--- src/rtl/mips_pkg.sv ---
// rtl/mips_pkg.sv - shared MIPS constants, fetch FSM states and opcode encodings
package mips_pkg;

    localparam logic [31:0] NOP_WORD         = 32'h0000_0000;
    localparam logic [31:0] RESET_PC_DEFAULT = 32'h0040_0000;

    typedef enum logic [1:0] {
        ST_BOOT  = 2'd0,
        ST_FETCH = 2'd1,
        ST_WAIT  = 2'd2
    } fetch_state_e;

    // Primary opcodes seen by the Control unit on if_id_instr[31:26].
    typedef enum logic [5:0] {
        OP_RTYPE = 6'h00,
        OP_J     = 6'h02,
        OP_JAL   = 6'h03,
        OP_BEQ   = 6'h04,
        OP_BNE   = 6'h05,
        OP_ADDI  = 6'h08,
        OP_LW    = 6'h23,
        OP_SW    = 6'h2B
    } opcode_e;

endpackage

--- src/rtl/pc_register.sv ---
// rtl/pc_register.sv - program counter flop with load enable and async active-low reset
module pc_register
    import mips_pkg::*;
#(
    parameter int               WIDTH    = 32,
    parameter logic [WIDTH-1:0] RESET_PC = WIDTH'(RESET_PC_DEFAULT)
) (
    input  logic             clk,
    input  logic             rst_n,
    input  logic             load_en,
    input  logic [WIDTH-1:0] pc_d,
    output logic [WIDTH-1:0] pc_q
);

    // Load a new PC only when the fetch logic says the current one is done.
    always_ff @(posedge clk or negedge rst_n) begin
        if (!rst_n) begin
            pc_q <= RESET_PC;
        end else if (load_en) begin
            pc_q <= pc_d;
        end
    end

endmodule

--- src/rtl/instruction_fetch_stage.sv ---
// rtl/instruction_fetch_stage.sv - MIPS fetch stage and IF/ID register; FETCH_PERF_CNT_EN enables perf counters
module instruction_fetch_stage
    import mips_pkg::*;
#(
    parameter int                    DATA_WIDTH = 32,
    parameter logic [DATA_WIDTH-1:0] RESET_PC   = DATA_WIDTH'(RESET_PC_DEFAULT)
) (
    input  logic                  clk,
    input  logic                  reset,
    input  logic                  stall,
    input  logic                  redirect_valid,
    input  logic [DATA_WIDTH-1:0] redirect_pc,
    output logic [DATA_WIDTH-1:0] imem_addr,
    output logic                  imem_req,
    input  logic                  imem_ready,
    input  logic [DATA_WIDTH-1:0] imem_rdata,
    output logic [DATA_WIDTH-1:0] pc,
    output logic [DATA_WIDTH-1:0] if_id_instr,
    output logic [DATA_WIDTH-1:0] if_id_pc_plus4,
    output logic                  if_id_valid,
    output logic                  misalign,
    output logic [31:0]           stall_cnt,
    output logic [31:0]           flush_cnt
);

    fetch_state_e          state_q, state_d;
    logic [DATA_WIDTH-1:0] pc_q, pc_d;
    logic                  pc_load;
    logic [DATA_WIDTH-1:0] instr_q, instr_d;
    logic [DATA_WIDTH-1:0] pc4_q, pc4_d;
    logic                  valid_q, valid_d;
    logic                  misalign_q, misalign_d;
    logic [DATA_WIDTH-1:0] pc_plus4;

    assign pc_plus4 = pc_q + DATA_WIDTH'(4);

    pc_register #(
        .WIDTH    (DATA_WIDTH),
        .RESET_PC (RESET_PC)
    ) u_pc_register (
        .clk     (clk),
        .rst_n   (reset),
        .load_en (pc_load),
        .pc_d    (pc_d),
        .pc_q    (pc_q)
    );

    // Next-state: redirect beats stall, stall beats a missing word, else consume the word.
    always_comb begin
        state_d    = state_q;
        pc_d       = pc_q;
        pc_load    = 1'b0;
        instr_d    = instr_q;
        pc4_d      = pc4_q;
        valid_d    = valid_q;
        misalign_d = 1'b0;
        if (redirect_valid) begin
            pc_load    = 1'b1;
            pc_d       = {redirect_pc[DATA_WIDTH-1:2], 2'b00};
            instr_d    = DATA_WIDTH'(NOP_WORD);
            pc4_d      = '0;
            valid_d    = 1'b0;
            misalign_d = |redirect_pc[1:0];
            state_d    = ST_FETCH;
        end else if (state_q == ST_BOOT) begin
            state_d = ST_FETCH;
        end else if (stall) begin
            // Hold everything; any word returned now is dropped and re-fetched.
            state_d = state_q;
        end else if (!imem_ready) begin
            instr_d = DATA_WIDTH'(NOP_WORD);
            pc4_d   = '0;
            valid_d = 1'b0;
            state_d = ST_WAIT;
        end else begin
            pc_load = 1'b1;
            pc_d    = pc_plus4;
            instr_d = imem_rdata;
            pc4_d   = pc_plus4;
            valid_d = 1'b1;
            state_d = ST_FETCH;
        end
    end

    // FSM state, IF/ID pipeline register and misalign pulse.
    always_ff @(posedge clk or negedge reset) begin
        if (!reset) begin
            state_q    <= ST_BOOT;
            instr_q    <= DATA_WIDTH'(NOP_WORD);
            pc4_q      <= '0;
            valid_q    <= 1'b0;
            misalign_q <= 1'b0;
        end else begin
            state_q    <= state_d;
            instr_q    <= instr_d;
            pc4_q      <= pc4_d;
            valid_q    <= valid_d;
            misalign_q <= misalign_d;
        end
    end

`ifdef FETCH_PERF_CNT_EN
    logic [31:0] stall_cnt_q, flush_cnt_q;

    // Saturating performance counters for stalled and flushed cycles.
    always_ff @(posedge clk or negedge reset) begin
        if (!reset) begin
            stall_cnt_q <= '0;
            flush_cnt_q <= '0;
        end else begin
            if (stall && !redirect_valid && (stall_cnt_q != 32'hFFFF_FFFF)) begin
                stall_cnt_q <= stall_cnt_q + 32'd1;
            end
            if (redirect_valid && (flush_cnt_q != 32'hFFFF_FFFF)) begin
                flush_cnt_q <= flush_cnt_q + 32'd1;
            end
        end
    end

    assign stall_cnt = stall_cnt_q;
    assign flush_cnt = flush_cnt_q;
`else
    assign stall_cnt = 32'h0;
    assign flush_cnt = 32'h0;
`endif

    assign imem_addr      = pc_q;
    assign imem_req       = (state_q != ST_BOOT);
    assign pc             = pc_q;
    assign if_id_instr    = instr_q;
    assign if_id_pc_plus4 = pc4_q;
    assign if_id_valid    = valid_q;
    assign misalign       = misalign_q;

endmodule

--- config.mk ---
export PLATFORM = sky130hd
export DESIGN_NAME = instruction_fetch_stage
export DESIGN_NICKNAME = d
export VERILOG_FILES = /design/src/rtl/mips_pkg.sv /design/src/rtl/pc_register.sv /design/src/rtl/instruction_fetch_stage.sv
export SDC_FILE = /design/constraint.sdc
export NUM_CORES = 1
export LEC_CHECK = 0
export ABC_AREA = 1
export CAP_MARGIN = 40
export CORE_MARGIN = 2
export CORE_UTILIZATION = 35
export CTS_BUF_LIST = sky130_fd_sc_hd__clkbuf_8
export CTS_CLUSTER_SIZE = 40
export DETAILED_ROUTE_END_ITERATION = 8
export GPL_TIMING_DRIVEN = 1
export PLACE_DENSITY_LB_ADDON = 0.08
export REMOVE_ABC_BUFFERS = 1
export SLEW_MARGIN = 20
export SYNTH_ARGS = -nofsm -noshare
export SYNTH_HDL_FRONTEND = slang
export SYNTH_SLANG_ARGS = --single-unit
--- constraint.sdc ---
create_clock -name clk -period 3.05 [get_ports clk]
set_clock_uncertainty 0.15 [all_clocks]
set_input_delay 0.305 -clock clk [delete_from_list [all_inputs] [get_ports clk]]
set_output_delay 0.305 -clock clk [all_outputs]
set_load 0.05 [all_outputs]
After elaboration in Yosys (flattened, before gate mapping)
Cells that the tools add are included.
Widths: inputs -> output; s select.

storage, ports and cells
  bits of input ports = 69
  output and inout port bits = 195
  register bits = 100
  word-level logic and storage cells = 40

operators by class
  add/subtract/negate cells = 1
  equal/unequal tests = 3
  muxes and demuxes = 24
  reductions and logical operators = 6

operator list
  cell                   count
  $mux 32                12
  $add 32x3->32 const B  1
  $mux 1                 8
  $mux 2                 4
  $reduce_and 4->1       1
  $reduce_bool 2->1      2
  $ne 3x1->1 const B     1
  $logic_not 2->1        1
  $ne 2x1->1 const B     1
  $ne 2x2->1 const B     1
  $reduce_and 2->1       1
  $reduce_or 2->1        1

Depth between registers and ports, before layout
Gate-level depths: netlist of run 1.

  depth in word-level cells = 5
  depth in mapped cells = 9
  mapped depth without buffers = 9

Modules after synthesis
From an unflattened synthesis of run 1, not the netlist that was laid out.

second synthesis, totals
  cell total of the unflattened synthesis = 792
  area, all modules = 6193.4 um^2

by module, submodules not included
  module                   cells each  area each (um^2)  instances  seq. area each (um^2)
  instruction_fetch_stage  656         4899.7            1          1701.6
  pc_register              136         1293.7            1          802.0

Least setup slack after synthesis of run 1
OpenSTA, ideal clock, no wires.

  path kind = register to register
  start point = register u_pc_register.pc_q[3]
  end point = register pc4_q[22] (netlist: if_id_pc_plus4[22])
  stages on the path, launching flop included = 10
  setup slack = 1054 ps
  path buffers = 0
  library setup time = 118 ps
  required time = 2782 ps
  data arrival time = 1728 ps
  period minus slack after synthesis = 1996 ps
  cell sequence = dfrtp_1 > ha_1 > nand2_1 > nor2_2 > nand2_2 > nor2_4 > nand2_1 > xor2_1 > nand2_1 > nand2_1

on the way
  word-level cells in the longest chain between the ends = 5

ends and longest elaborated chain
  element                 line                           RTL
  from (decl)             pc_register.sv:12              output logic [WIDTH-1:0] pc_q
  from (signal assigned)  pc_register.sv:20              pc_q <= pc_d;
  $add 32x3->32           instruction_fetch_stage.sv:35  assign pc_plus4 = pc_q + DATA_WIDTH'(4);
  $mux 32                 instruction_fetch_stage.sv:70  end else if (!imem_ready) begin
  $mux 32                 instruction_fetch_stage.sv:67  end else if (stall) begin
  $mux 32                 instruction_fetch_stage.sv:65  end else if (state_q == ST_BOOT) begin
  $mux 32                 instruction_fetch_stage.sv:57  if (redirect_valid) begin
  to (signal assigned)    instruction_fetch_stage.sv:96  pc4_q <= pc4_d;
  to (decl)               instruction_fetch_stage.sv:30  logic [DATA_WIDTH-1:0] pc4_q, pc4_d;

Every way passes these cells. The select of a mux whose other input is x is not followed.
A chain may end at the register's enable or synchronous reset.

Worst setup path in the final report of run 1
  start point = register u_pc_register.pc_q[22]
  end point = output port imem_addr[22]

RTL lines
  element    line                           RTL
  to (decl)  instruction_fetch_stage.sv:13  output logic [DATA_WIDTH-1:0] imem_addr,

No word-level cell between the ends.

==> impl_metrics.csv, run 1 <==
group,metric,value,unit
yosys,synth_compound_area_share,11.1,%
yosys,yosysWarnings,0,
timing,tns,0,ns
critical_path,r2r_end,"if_id_pc_plus4[22]",
min_path,hold_path_class,"primary input to asynchronous set/reset pin",
timing,hold_viol_final,0,
timing,drv_slew,0,
yosys,muxShareOfSynthArea,0,%
final_layout,diodes,0,
status,outcome,"finished clean",
cts,cts_root_buf,"clkbuf_8",
drt,initialDrtViolationCount,249,
floorplan,ios,264,
job,maxCapViolCount,0,
critical_path,end_kind,"output pin",
drt,drc_errors,0,
final_layout,area_delta_synth_final,35.7,%
cts,cts_max_level,3,
floorplan,fp.coreArea,14600,um^2
critical_path,crit_path_start_kind,"register",
grt,grt_max_degree,56,
yosys,yosys_register_bits,97,
place,post-dp-hpwl,10600,um
grt,gr-max-usage-layer,"met2",
yosys,ys_seq_area_share,46.4,%
power,power_per_cell_area,504,nW/um^2
power,power,3580,uW
drt,drt.antenna.violating_nets,0,
timing,tightest_slew,0.563,ns
cts,insertion_delay,0.38,ns
critical_path,slowest_delay,0.82,ns
yosys,netlist_area,5230,um^2
grt,grt_pass1_wl,22600,um
critical_path,crit_path_top_delay_cell,"clkdlybuf4s50_1",
cts,cts_buffers,9,
place,portBuffers,195,
drt,vias,4427,
drt,drt-total-wl,14300,um
floorplan,die-area,15900,um^2
final_layout,drive_above_1_share,6.50,%
cts,cts_buffer_depth,2,
critical_path,critPathBufInv,1,
grt,grtUsageMet2,27.9,%
critical_path,worstPathArrival,1.78,ns
yosys,synth-xor-area-share,1.34,%
yosys,avgSynthCellArea,8.51,um^2
critical_path,critical_path_class,"register to output pin",
grt,grt_pass1_vias,4343,
yosys,synth_fa_ha_area_share,0.239,%
timing,fmax,446,MHz
timing,min_period,2.24,ns
timing,relSlewSlack,62.4,%
grt,overflow,0,
yosys,synth_top_family_by_area,"simple AND/OR/NAND/NOR gates",
yosys,yosys.area.top_type_share,45.9,%
drt,viasPerCell,4.57,
critical_path,r2r_slack,1.17,ns
critical_path,r2r_cells,9,
floorplan,chipHeight,126,um
yosys,synth_largest_area_cell,"dfrtp_1",
critical_path,cp_cell_sequence,"clkdlybuf4s50_1",
yosys,synth-simple-area-share,21.7,%
cts,clock-sinks,97,
floorplan,initial_core_util,35.9,%
yosys,synth.distinct_cells,27,
grt,grt_use_total,17.9,%
drt,wl_per_cell,14.8,um
critical_path,critical_path.top_delay_family,"buffers and inverters",
cts,cts-resized-gates,0,
grt,grt_use_met1,25.1,%
timing,rsz0062_at_grt,"false",
grt,antenna_found_initial,0,
critical_path,cp_max_fo,5,
final_layout,fin_area,7100,um^2
power,peakVddDrop,250,uV
timing,timing.final.crit_share,73.4,%
floorplan,rows,44,
place,postPlaceCellArea,6910,um^2
critical_path,r2r-start,"u_pc_register.pc_q[3]",
cts,cts_tree,"done",
floorplan,fp.dieW,126,um
yosys,syn_inst,615,
drt,firstDrtPassIters,4,
place,routabilityCongestion,0.852,
power,leakage,0.00334,uW
critical_path,cp_data_required_time,2.59,ns
cts,path_clk_slew,0.10,ns
timing,setup_viol,0,
yosys,ys_top_cells_by_area,"dfrtp_1, buf_4, nand2_1",
grt,grtUsageMet3,4.46,%
final_layout,layout.nets,850,
through the flow:
step / worst slack, ns / std cells / hold slack [ns] / utilization, %
2_1_floorplan: 0.694 / 564 / -0.141 / -
3_3_place_gp: 0.746 / 951 / 0.308 / 47.2
3_5_place_dp: 0.690 / 952 / 0.0175 / 47.4
4_1_cts: 0.788 / 969 / 0.129 / 48.7
5_1_grt: 0.742 / 969 / 0.154 / 48.7
6_report: 0.810 / 969 / 0.152 / 48.7
worst max-delay path by stage:
stage | slack [ns] | to | cells after the start | startpoint
finish | 0.81 | imem_addr[22] | 1 | u_pc_register.pc_q[22]
global route | 0.74 | imem_addr[22] | 1 | u_pc_register.pc_q[22]
CTS | 0.79 | pc[10] | 1 | u_pc_register.pc_q[10]
detailed placement | 0.69 | if_id_instr[1] | 7 | imem_ready
global placement | 0.75 | if_id_instr[19] | 7 | imem_ready
floorplan | 0.69 | if_id_pc_plus4[22] | 9 | u_pc_register.pc_q[3]
registers in the layout (all words and copies together) (netlist names):
register            cells
if_id_valid             1
misalign                1
if_id_pc_plus4         31
u_pc_register.pc_q     30
state_q                 2
if_id_instr            32
area by class of cell:
type                    instances  area [um^2]
clock buffers                   9          124
clock inverters                 7         55.1
fillers                      1413         7490
inverters                      43          161
multi-input cells             424         2050
flip-flops and latches         97         2430
well taps                     184          230
repair buffers                205         2050
repair_timing:
item	CTS	global route
endpoints found under the hold margin	64	0
setup buffers	0	0
hold buffers	1	0
cells in the final DEF (no fill, tap or decap), types with 2 or more instances in the layout:
master and count:
clkdlybuf4s50_1 194, nand2_1 158, dfrtp_1 96, conb_1 68, nor2_1 43, inv_1 41, nand3_1 35, a22o_1 34
o21ai_0 19, a21oi_1 17, clkbuf_8 9, buf_4 9, nor2_4 8, o21ai_1 8, nor2_2 7, xor2_1 7
o211ai_1 5, nand2_2 4, inv_2 3, o22ai_1 3, clkinv_4 3, nand2_4 2, nand4_1 2, inv_6 2
per-layer routing:
metal | up-vias | routed length (um)
met5 | - | 0
met4 | 0 | 160
met1 | 2093 | 6610
met3 | 11 | 1010
met2 | 186 | 6540
li1 | 2137 | -
where the power goes:
| group | switching, uW | internal (uW) |
|---|---|---|
| clock | 488 | 304 |
| combinational | 917 | 386 |
| sequential | 113 | 1370 |
cell usage after synthesis (all sizes together):
cell type / number
xnor2: 1
nand4: 2
o211ai: 5
o22ai: 3
a22o: 34
nor3: 1
clkbuf: 3
a21oi: 17
nand2: 164
dfrtp: 96
xor2: 7
o21ai: 27
inv: 43
dfstp: 1
conb: 1
o31ai: 1
nor2: 58
ha: 1
buf: 115
nand3: 35
kinds of logic after synthesis:
kind of cell,after synthesis
and+or+nand+nor,260
DFF,97
xor gates and xnor gates,8
buffers and inverters,161
adders and majority gates,1
AOI/OAI and AO/OA,87
other,1
Power figures use the tool's default switching activity.
==> inputs of run 2 (changes only) <==
- clock period: 3.05 -> 2.1 ns (I/O delays scaled with it)
==> run 2 against run 1 <==
Sequential power is 45% higher. Routed wire length is 2.9% higher. First-iteration DRC count fell by 13%. Global-route usage is 0.49 points higher. Sequential share of layout area decreased by 0.38 points. Non-clock buffer count is 1 higher. Via count up 0.63%. Hold slack improved by 0.017 ns. Critical path depth unchanged. Count of clock-buffer cells in the layout grew 1. Final area grew 1.1%. Critical endpoint is now pc[7].
==> impl_metrics.csv, run 2 (synthesis gave the netlist of run 1 again) <==
group,metric,value,unit
floorplan,fp.dieW,126,um
timing,hold_viol_final,0,
critical_path,worstPathArrival,1.68,ns
drt,drt-total-wl,14700,um
cts,insertion_delay,0.37,ns
timing,timing.final.crit_share,97.3,%
floorplan,chipHeight,126,um
floorplan,initial_core_util,35.9,%
cts,cts_buffer_depth,2,
drt,wl_per_cell,15.2,um
final_layout,layout_commonest_cell,"nand2_1",
timing,rsz0062_at_grt,"false",
cts,cts_tree,"done",
power,peakVddDrop,387,uV
timing,tightest_slew,0.552,ns
drt,vias,4455,
critical_path,cp_max_fo,6,
final_layout,finish.utilization,49.2,%
place,postPlaceCellArea,6950,um^2
cts,clock-sinks,97,
floorplan,rows,44,
final_layout,largest_reg_flops,32,
status,outcome,"finished clean",
grt,grt_pass1_wl,23200,um
cts,cts_root_buf,"clkbuf_8",
power,power_switching,2170,uW
floorplan,ios,264,
critical_path,slowest_delay,0.85,ns
power,cellInternalPower,3100,uW
final_layout,area_delta_synth_final,37.2,%
place,routabilityCongestion,0.938,
cts,cts_setup_buffers,0,
timing,min_period,2.04,ns
grt,grt_pass1_vias,4424,
drt,drt.antenna.violating_nets,0,
critical_path,crit_path_start_kind,"register",
place,portBuffers,195,
critical_path,end_kind,"output pin",
cts,path_clk_slew,0.10,ns
timing,setup_viol,0,
grt,grt_use_total,18.4,%
place,post-dp-hpwl,10900,um
power,power_frac_seq,40.8,%
min_path,hold_path_class,"primary input to asynchronous set/reset pin",
final_layout,final_cell_mix,"nand2_1, clkdlybuf4s50_1, dfrtp_1, conb_1, nor2_1",
drt,viasPerCell,4.60,
cts,cts_buffers,9,
power,swShare,41.2,%
drt,drc_errors,0,
floorplan,fp.coreArea,14600,um^2
drt,firstDrtPassIters,5,
critical_path,crit_path_top_delay_cell,"clkdlybuf4s50_1",
cts,cts_max_level,3,
power,pwr-share-comb,35.5,%
critical_path,cp_data_required_time,1.74,ns
final_layout,diodes,0,
timing,drv_slew,0,
timing,whs,0.170,ns
power,leakage,0.00356,uW
power,power,5270,uW
floorplan,die-area,15900,um^2
timing,relSlewSlack,63.1,%
critical_path,critPathBufInv,1,
drt,initialDrtViolationCount,216,
power,clockPowerShare,23.6,%
job,maxCapViolCount,0,
final_layout,drive_above_1_share,7.01,%
critical_path,critical_path_class,"register to output pin",
power,power_per_cell_area,734,nW/um^2
grt,grt_max_degree,47,
critical_path,critical_path.top_delay_family,"buffers and inverters",
grt,overflow,0,
timing,tns,0,ns
grt,antenna_found_initial,0,
critical_path,cp_cell_sequence,"clkdlybuf4s50_1",
final_layout,fin_area,7180,um^2
final_layout,layout.nets,851,
timing,fmax,489,MHz
run 2: changes by cell type in the layout (fill, tap and decap cells not counted):
cell,delta
clkdlybuf4s50_1,-45
dlygate4sd2_1,+21
dlymetal6s2s_1,+20
buf_12,+5
clkinv_4,-2
inv_6,-2
buf_16,-1
buf_4,+1
bufinv_16,+1
clkbuf_8,+1
clkinvlp_4,+1
run 2: worst reg2reg max path, delay by kind of cell (launching register included):
family | cells | cell delay [ns]
XOR/XNOR | 1 | 0.15
adder cells (fa/ha/maj) | 1 | 0.23
flip-flops | 1 | 0.43
AND/OR/NAND/NOR | 7 | 0.79
run 2: path summary, 6_finish.rpt:
check	cells after the start	slack, ns	start	end
worst max-delay path	1	0.06	u_pc_register.pc_q[7]	pc[7]
worst min-delay path	2	0.17	reset	if_id_instr[27]
worst max register to register	9	0.22	u_pc_register.pc_q[3]	if_id_pc_plus4[22]
worst min register to register	2	0.34	if_id_pc_plus4[5]	if_id_pc_plus4[5]
max in group asynchronous	3	1.03	reset	u_pc_register.pc_q[22]
min in group clk	3	0.24	redirect_pc[0]	misalign
run 2: metrics by stage:
stage / cells / setup WS [ns]
floorplan: 564 / -0.256
global placement: 953 / 0.110
detailed placement: 953 / 0.0630
CTS: 969 / 0.00280
global route: 969 / 0.000975
finish: 969 / 0.0569
run 2: timing repair:
item,CTS,global route
endpoints found under the setup margin,21,20
hold endpoints to repair,65,0
hold buffers,1,0
gates resized for setup,21,20
gates cloned,0,0
run 2: layout make-up:
type                       instances  area, um^2
clock buffer                      10         138
clock inverter                     5        57.6
fill                            1397        7410
inverter                          43         161
multi-input combinational        424        2050
sequential                        97        2430
tap                              184         230
timing repair buffer             206        2110
run 2: power groups by stage:
| stage | clock [uW] | sequential, uW | combinational (uW) |
|---|---|---|---|
| floorplan | 0 | 2830 | 558 |
| global placement | 0 | 2190 | 1910 |
| detailed placement | 0 | 2190 | 1910 |
| CTS | 1310 | 2160 | 1890 |
| global route | 1360 | 2180 | 1970 |
| finish | 1250 | 2150 | 1870 |
run 2: routing by layer:
metal,vias up,part of all wire (%),global-route usage (%)
li1,2154,-,-
met1,2112,47,24.8
met2,183,47,29.9
met3,6,5.5,5.23
met4,0,0.64,3.43
met5,-,0,0
